**src/rtl/wb_pkg.sv**
```systemverilog
// Shared types and default configuration for the write-back arbiter.
// Optional feature: WB_ARBITER_PEND_EN (pending-write probe in wb_queue).
package wb_pkg;

    // Default register-index width, data width and load-return queue depth.
    localparam int WB_ADDRESS_WIDTH = 5;
    localparam int WB_DATA_WIDTH    = 32;
    localparam int WB_QUEUE_DEPTH   = 4;

    // One pending register-file write: destination index and data.
    typedef struct packed {
        logic [WB_ADDRESS_WIDTH-1:0] rd;
        logic [WB_DATA_WIDTH-1:0]    data;
    } wb_entry_t;

    // Issue source selected for the register-file write port in a cycle.
    typedef enum logic [1:0] {
        ISSUE_NONE  = 2'd0,
        ISSUE_ALU   = 2'd1,
        ISSUE_QUEUE = 2'd2
    } wb_issue_src_t;

endpackage : wb_pkg

```
**src/rtl/wb_queue.sv**
```systemverilog
// Load-return FIFO: storage, wrapping pointers, occupancy count and flush.
// With WB_ARBITER_PEND_EN defined it also reports whether a probed register
// index has a queued write and returns the youngest matching data.
// QUEUE_DEPTH must be a power of two and at least 2 so that the pointers
// wrap naturally at their width.
module wb_queue
    import wb_pkg::*;
#(
    parameter int ADDRESS_WIDTH = WB_ADDRESS_WIDTH,
    parameter int DATA_WIDTH    = WB_DATA_WIDTH,
    parameter int QUEUE_DEPTH   = WB_QUEUE_DEPTH
) (
    input  logic                     clk_i,
    input  logic                     rst_i,
    input  logic                     flush_i,
    input  logic                     push_i,
    input  logic [ADDRESS_WIDTH-1:0] push_rd_i,
    input  logic [DATA_WIDTH-1:0]    push_data_i,
    input  logic                     pop_i,
    output logic [ADDRESS_WIDTH-1:0] head_rd_o,
    output logic [DATA_WIDTH-1:0]    head_data_o,
    output logic                     full_o,
    output logic                     empty_o,
    input  logic [ADDRESS_WIDTH-1:0] chk_addr_i,
    output logic                     pend_hit_o,
    output logic [DATA_WIDTH-1:0]    pend_data_o
);

    localparam int PTR_W = $clog2(QUEUE_DEPTH);
    localparam int CNT_W = PTR_W + 1;

    logic [ADDRESS_WIDTH-1:0] rd_mem   [QUEUE_DEPTH];
    logic [DATA_WIDTH-1:0]    data_mem [QUEUE_DEPTH];
    logic [PTR_W-1:0]         wr_ptr;
    logic [PTR_W-1:0]         rd_ptr;
    logic [CNT_W-1:0]         count;
    logic                     push_ok;
    logic                     pop_ok;

    assign full_o  = (count == CNT_W'(QUEUE_DEPTH));
    assign empty_o = (count == '0);

    // Internal guards keep the queue from overflowing or underflowing even
    // if a caller asserts push/pop at the wrong time.
    assign push_ok = push_i && !full_o && !flush_i;
    assign pop_ok  = pop_i && !empty_o && !flush_i;

    assign head_rd_o   = rd_mem[rd_ptr];
    assign head_data_o = data_mem[rd_ptr];

    // Pointer and occupancy bookkeeping; reset outranks flush.
    always_ff @(posedge clk_i) begin
        // NOTE: sequential state uses non-blocking assignments so every
        // register samples pre-edge values regardless of statement order.
        if (rst_i || flush_i) begin
            wr_ptr <= '0;
            rd_ptr <= '0;
            count  <= '0;
        end else begin
            if (push_ok) wr_ptr <= wr_ptr + 1'b1;
            if (pop_ok)  rd_ptr <= rd_ptr + 1'b1;
            case ({push_ok, pop_ok})
                2'b10:   count <= count + 1'b1;
                2'b01:   count <= count - 1'b1;
                default: count <= count;
            endcase
        end
    end

    // Entry storage write.
    always_ff @(posedge clk_i) begin
        // NOTE: the storage array has no reset; an entry is only ever read
        // while the count covers it, so its power-up contents never matter.
        if (push_ok) begin
            rd_mem[wr_ptr]   <= push_rd_i;
            data_mem[wr_ptr] <= push_data_i;
        end
    end

`ifdef WB_ARBITER_PEND_EN
    logic [PTR_W-1:0] scan_idx;

    // Scan oldest to youngest so the last match seen is the youngest one.
    always_comb begin
        // NOTE: every output of this block gets a default first so no path
        // leaves it unassigned, which would otherwise infer a latch.
        pend_hit_o  = 1'b0;
        pend_data_o = '0;
        scan_idx    = rd_ptr;
        for (int i = 0; i < QUEUE_DEPTH; i++) begin
            scan_idx = rd_ptr + PTR_W'(i);
            if ((CNT_W'(i) < count) && (chk_addr_i != '0) &&
                (rd_mem[scan_idx] == chk_addr_i)) begin
                pend_hit_o  = 1'b1;
                pend_data_o = data_mem[scan_idx];
            end
        end
    end
`else
    logic unused_chk;

    assign pend_hit_o  = 1'b0;
    assign pend_data_o = '0;
    assign unused_chk  = ^chk_addr_i;
`endif

endmodule : wb_queue

```
**src/rtl/wb_arbiter.sv**
```systemverilog
// Write-back arbiter: merges ALU/CSR results and queued load returns onto a
// single registered register-file write port. ALU results win; the queue head
// issues when no ALU result is accepted, which includes every cycle in which
// the queue is full (the ALU is then held upstream).
// Optional feature: WB_ARBITER_PEND_EN enables the pending-write probe.
module wb_arbiter
    import wb_pkg::*;
#(
    parameter int ADDRESS_WIDTH = WB_ADDRESS_WIDTH,
    parameter int DATA_WIDTH    = WB_DATA_WIDTH,
    parameter int QUEUE_DEPTH   = WB_QUEUE_DEPTH
) (
    input  logic                     clk_i,
    input  logic                     rst_i,
    input  logic                     alu_valid_i,
    output logic                     alu_ready_o,
    input  logic [ADDRESS_WIDTH-1:0] alu_rd_i,
    input  logic [DATA_WIDTH-1:0]    alu_data_i,
    input  logic                     ld_valid_i,
    output logic                     ld_ready_o,
    input  logic [ADDRESS_WIDTH-1:0] ld_rd_i,
    input  logic [DATA_WIDTH-1:0]    ld_data_i,
    input  logic                     flush_i,
    output logic                     rf_we_o,
    output logic [ADDRESS_WIDTH-1:0] rf_addr_o,
    output logic [DATA_WIDTH-1:0]    rf_wd_o,
    output logic                     busy_o,
    input  logic [ADDRESS_WIDTH-1:0] chk_addr_i,
    output logic                     pend_hit_o,
    output logic [DATA_WIDTH-1:0]    pend_data_o
);

    logic                     q_full;
    logic                     q_empty;
    logic [ADDRESS_WIDTH-1:0] q_head_rd;
    logic [DATA_WIDTH-1:0]    q_head_data;
    logic                     q_push;
    logic                     q_pop;

    wb_issue_src_t            issue_src;
    logic [ADDRESS_WIDTH-1:0] issue_rd;
    logic [DATA_WIDTH-1:0]    issue_data;

    // Both ready signals come from the registered count only, so a dequeue
    // never opens space in the same cycle.
    assign alu_ready_o = !q_full;
    assign ld_ready_o  = !q_full;
    assign busy_o      = !q_empty;

    assign q_push = ld_valid_i && !q_full && !flush_i;
    assign q_pop  = (issue_src == ISSUE_QUEUE);

    wb_queue #(
        .ADDRESS_WIDTH (ADDRESS_WIDTH),
        .DATA_WIDTH    (DATA_WIDTH),
        .QUEUE_DEPTH   (QUEUE_DEPTH)
    ) u_queue (
        .clk_i       (clk_i),
        .rst_i       (rst_i),
        .flush_i     (flush_i),
        .push_i      (q_push),
        .push_rd_i   (ld_rd_i),
        .push_data_i (ld_data_i),
        .pop_i       (q_pop),
        .head_rd_o   (q_head_rd),
        .head_data_o (q_head_data),
        .full_o      (q_full),
        .empty_o     (q_empty),
        .chk_addr_i  (chk_addr_i),
        .pend_hit_o  (pend_hit_o),
        .pend_data_o (pend_data_o)
    );

    // Pick this cycle's issue: accepted ALU result, else queue head unless
    // a flush is discarding the queue, else nothing.
    always_comb begin
        issue_src  = ISSUE_NONE;
        issue_rd   = '0;
        issue_data = '0;
        if (alu_valid_i && !q_full) begin
            issue_src  = ISSUE_ALU;
            issue_rd   = alu_rd_i;
            issue_data = alu_data_i;
        end else if (!q_empty && !flush_i) begin
            issue_src  = ISSUE_QUEUE;
            issue_rd   = q_head_rd;
            issue_data = q_head_data;
        end
    end

    // Register the write port; writes to x0 are consumed without enabling.
    always_ff @(posedge clk_i) begin
        if (rst_i) begin
            rf_we_o   <= 1'b0;
            rf_addr_o <= '0;
            rf_wd_o   <= '0;
        end else if (issue_src != ISSUE_NONE) begin
            rf_we_o   <= (issue_rd != '0);
            rf_addr_o <= issue_rd;
            rf_wd_o   <= issue_data;
        end else begin
            rf_we_o   <= 1'b0;
        end
    end

endmodule : wb_arbiter

```
**config.mk**
```make
export PLATFORM = sky130hd
export DESIGN_NAME = wb_arbiter
export DESIGN_NICKNAME = d
export VERILOG_FILES = /design/src/rtl/wb_pkg.sv /design/src/rtl/wb_queue.sv /design/src/rtl/wb_arbiter.sv
export SDC_FILE = /design/constraint.sdc
export NUM_CORES = 1
export LEC_CHECK = 0
export CORE_AREA = 5 5 193 148
export DETAILED_ROUTE_END_ITERATION = 12
export DIE_AREA = 0 0 198 153
export PLACE_DENSITY = 0.54
export SLEW_MARGIN = 0
export SYNTH_ARGS = -nofsm -noshare
export SYNTH_HDL_FRONTEND = slang
export SYNTH_SLANG_ARGS = --single-unit
```
**constraint.sdc**
```tcl
create_clock -name clk_i -period 3.2 [get_ports clk_i]
set_input_delay 0.48 -clock clk_i [delete_from_list [all_inputs] [get_ports clk_i]]
set_output_delay 0.48 -clock clk_i [all_outputs]
set_load 0.1 [all_outputs]
```
==> impl_metrics.py <==
metrics = {
    "setup_path": {
        "end_kind": "primary output",
        "r2r_cells": 10,
        "worstPathRequired_ps": 2720,
        "worstPathArrival_ps": 2220,
        "crit_slowest_cell": "clkdlybuf4s50_1",
        "crit_path_start_kind": "register",
        "critPathLaunch": "u_queue.count[0]$_SDFFE_PP0P_",
        "cp_max_fo": 6,
        "worst-path-stages": 2,
        "path_buf_inv": 1,
        "cp_top_family": "buffers and inverters",
        "cpPeakStageDelay_ps": 1140,
        "r2r-start": "u_queue.count[0]$_SDFFE_PP0P_",
        "path_cells": "or3_4 > clkdlybuf4s50_1",
        "crit_path_end": "busy_o",
        "rrSetupSlack_ps": 610,
        "worstReg2RegEnd": "u_queue.count[2]$_SDFFE_PP0P_",
        "critPathKind": "reg -> out",
    },
    "yosys": {
        "synth_mux_area_frac": 0.111,
        "synth_edf_count": 148,
        "synth_top_family_by_area": "multiplexers",
        "yosysUniqueCellTypes": 37,
        "yosysWarnings": 0,
        "synth_ff_type": "edfxtp_1",
        "synth-compound-area-share": 0.0588,
        "synth.avg_cell_area_um2": 17.8,
        "async_flop_share": 0,
        "yosys.area_share.simple": 0.0407,
        "synthesis.area_um2": 7530,
        "syn_inst": 423,
        "ys_seq_elements": 195,
        "yosysSeqAreaShare": 0.715,
        "synth_fa_ha_area_frac": 0.0110,
        "synth_xor_area_frac": 0.00582,
    },
    "drt": {
        "num_vias": 4160,
        "drtPass1Iterations": 7,
        "vias_per_cell": 4.57,
        "wl_um": 17100,
        "post_drt_wl_per_cell_um": 18.8,
        "drtIter0Drc": 277,
        "drt.antenna.violating_nets": 0,
        "drc": 0,
    },
    "final_layout": {
        "nets": 637,
        "antennaDiodeCount": 0,
        "finalNonFillerCells": 911,
        "drive_above_1_share": 0.193,
        "finish.utilization": 0.361,
        "nFillCells": 2510,
        "syn2layout_area_growth_pct": 27.2,
    },
    "die": {
        "start_util": 0.284,
        "core_um2": 26500,
        "die_x_um": 198,
        "die_h_um": 153,
        "rows": 52,
        "die-area_um2": 30300,
        "ios": 158,
    },
    "sta": {
        "clock.fmax_ghz": 0.371,
        "worst_slew_pin_slew_ps": 984,
        "fin_skew_ps": 10.9,
        "final.min_clock_period_ps": 2700,
        "setup_viol": 0,
        "final.setup.tns_ps": 0,
        "slew_headroom": 0.342,
        "period_share": 0.843,
        "hold_viol_final": 0,
        "holdWs_ps": 440,
        "slew_viol_final": 0,
        "rsz0062_at_grt": "false",
    },
    "status": {
        "status": "completed",
    },
    "grt": {
        "grtUsageTotal": 0.115,
        "grt_max_degree": 39,
        "overflow": 0,
        "grt_pass1_wl_um": 26200,
        "grt_antenna_before_repair": 0,
        "grt_pass1_vias": 4315,
    },
    "cts": {
        "cts_buffer_depth": 2,
        "holdBufCountCts": 0,
        "cts_buffers": 17,
        "post_cts_buffers": 0,
        "cts_tree": "yes",
        "clkLatencyLatePin_ps": 440,
        "post_cts_resize_count": 0,
        "clk_pin_slew_ps": 70,
        "clkSinkCount": 195,
        "cts_root_buf": "clkbuf_16",
        "htreeDepth": 4,
    },
    "placed_design": {
        "dpl.cell_count": 879,
        "place_congestion": 0.729,
        "hpwlAfterDp_um": 11200,
        "io_buffers": 119,
    },
    "pwr": {
        "power_density_nw_per_um2": 605,
        "power.total_mw": 5.80,
        "p_leak_nw": 3.17,
        "ir_drop_v": 0.000345,
    },
    "job": {
        "drv_cap": 0,
    },
    "worst_hold_path": {
        "hp-class": "in -> reg",
    },
}
[placed cells by master (no fill, tap or decap), types with 2 or more instances in the layout]
cell type and count:
edfxtp_1 148, clkbuf_16 19, mux4_2 37, and4b_1 3, a21oi_1 6, buf_4 26
a22oi_1 3, conb_1 33, ha_1 5, a221oi_1 2, o21ai_0 2, a222oi_1 32
nor2_1 42, clkdlybuf4s50_1 106, clkinv_4 2, xnor2_1 3, nand2_1 5, xor2_1 2
inv_1 6, inv_6 5, inv_8 2, dfxtp_1 45, and2_2 4
[layer usage]
metal,share of wire,GRT usage,vias to the layer above
li1,-,-,1882
met1,0.45,0.151,2115
met2,0.47,0.179,151
met3,0.074,0.0427,12
met4,0.010,0.0328,0
met5,0,0,-
[worst min-delay path, cell delays in order]
cell     delay (ps)
buf_2            90
or2_2           200
a21oi_1          60
[cells in the mapped netlist (5+ instances only)]
library cell	instances	share of area
inv_1	6	0.0030
edfxtp_1	148	0.59
buf_4	34	0.034
nand2_1	5	0.0025
a222oi_1	32	0.043
buf_2	12	0.0080
dfxtp_1	47	0.12
ha_1	5	0.0083
clkbuf_1	10	0.0050
nor2_1	42	0.021
mux4_2	37	0.11
a21oi_1	6	0.0040
[cell type report]
class,count,area [um^2],share of cell area
timing repair buffer,133,1260,0.132
multi-input combinational,194,1850,0.193
inverter,6,22.5,0.00235
sequential,195,5390,0.563
clock inverter,12,126,0.0132
tap,351,439,0.0459
clock buffer,20,489,0.0511
[logic make-up after synthesis]
kind of cell	count (synthesis)
AO/OA/AOI/OAI	49
XOR/XNOR	5
adder cells (fa/ha/maj)	6
buffers and inverters	66
flip-flops	195
multiplexers	37
other	1
AND/OR/NAND/NOR	64
[state kept, by name, summed over array words and instances, names as in the netlist, named ones only]
register and count:
u_queue.rd_ptr 2, rf_addr_o 5, u_queue.wr_ptr 2, u_queue.rd_mem 20, u_queue.count 3, u_queue.data_mem 128, rf_wd_o 32, rf_we_o 1
[stage by stage]
| step | setup slack (ps) | instance area (um^2) |
|---|---|---|
| global placement | 481 | 8960 |
| finish | 502 | 9580 |
| CTS | 473 | 9580 |
| detailed placement | 433 | 8960 |
| floorplan | 533 | 7650 |
| global route | 423 | 9580 |
[worst min-delay path by stage]
stage,cells past startpoint,start,end
global route,3,rst_i,u_queue.count[2]$_SDFFE_PP0P_
CTS,3,rst_i,u_queue.count[2]$_SDFFE_PP0P_
detailed placement,2,rf_addr_o[2]$_SDFFE_PP0N_,rf_addr_o[2]$_SDFFE_PP0N_
finish,3,rst_i,u_queue.count[2]$_SDFFE_PP0P_
floorplan,2,u_queue.wr_ptr[1]$_SDFFE_PP0P_,u_queue.wr_ptr[1]$_SDFFE_PP0P_
global placement,2,rf_addr_o[2]$_SDFFE_PP0N_,rf_addr_o[2]$_SDFFE_PP0N_
[power by group]
part	internal (mW)	leakage (nW)	switching, mW
clock	1.21	0.303	0.981
combinational	0.216	1.14	0.572
sequential	2.79	1.73	0.0285
total	4.22	3.17	1.58
No activity file was read; power rests on OpenSTA's default activity.
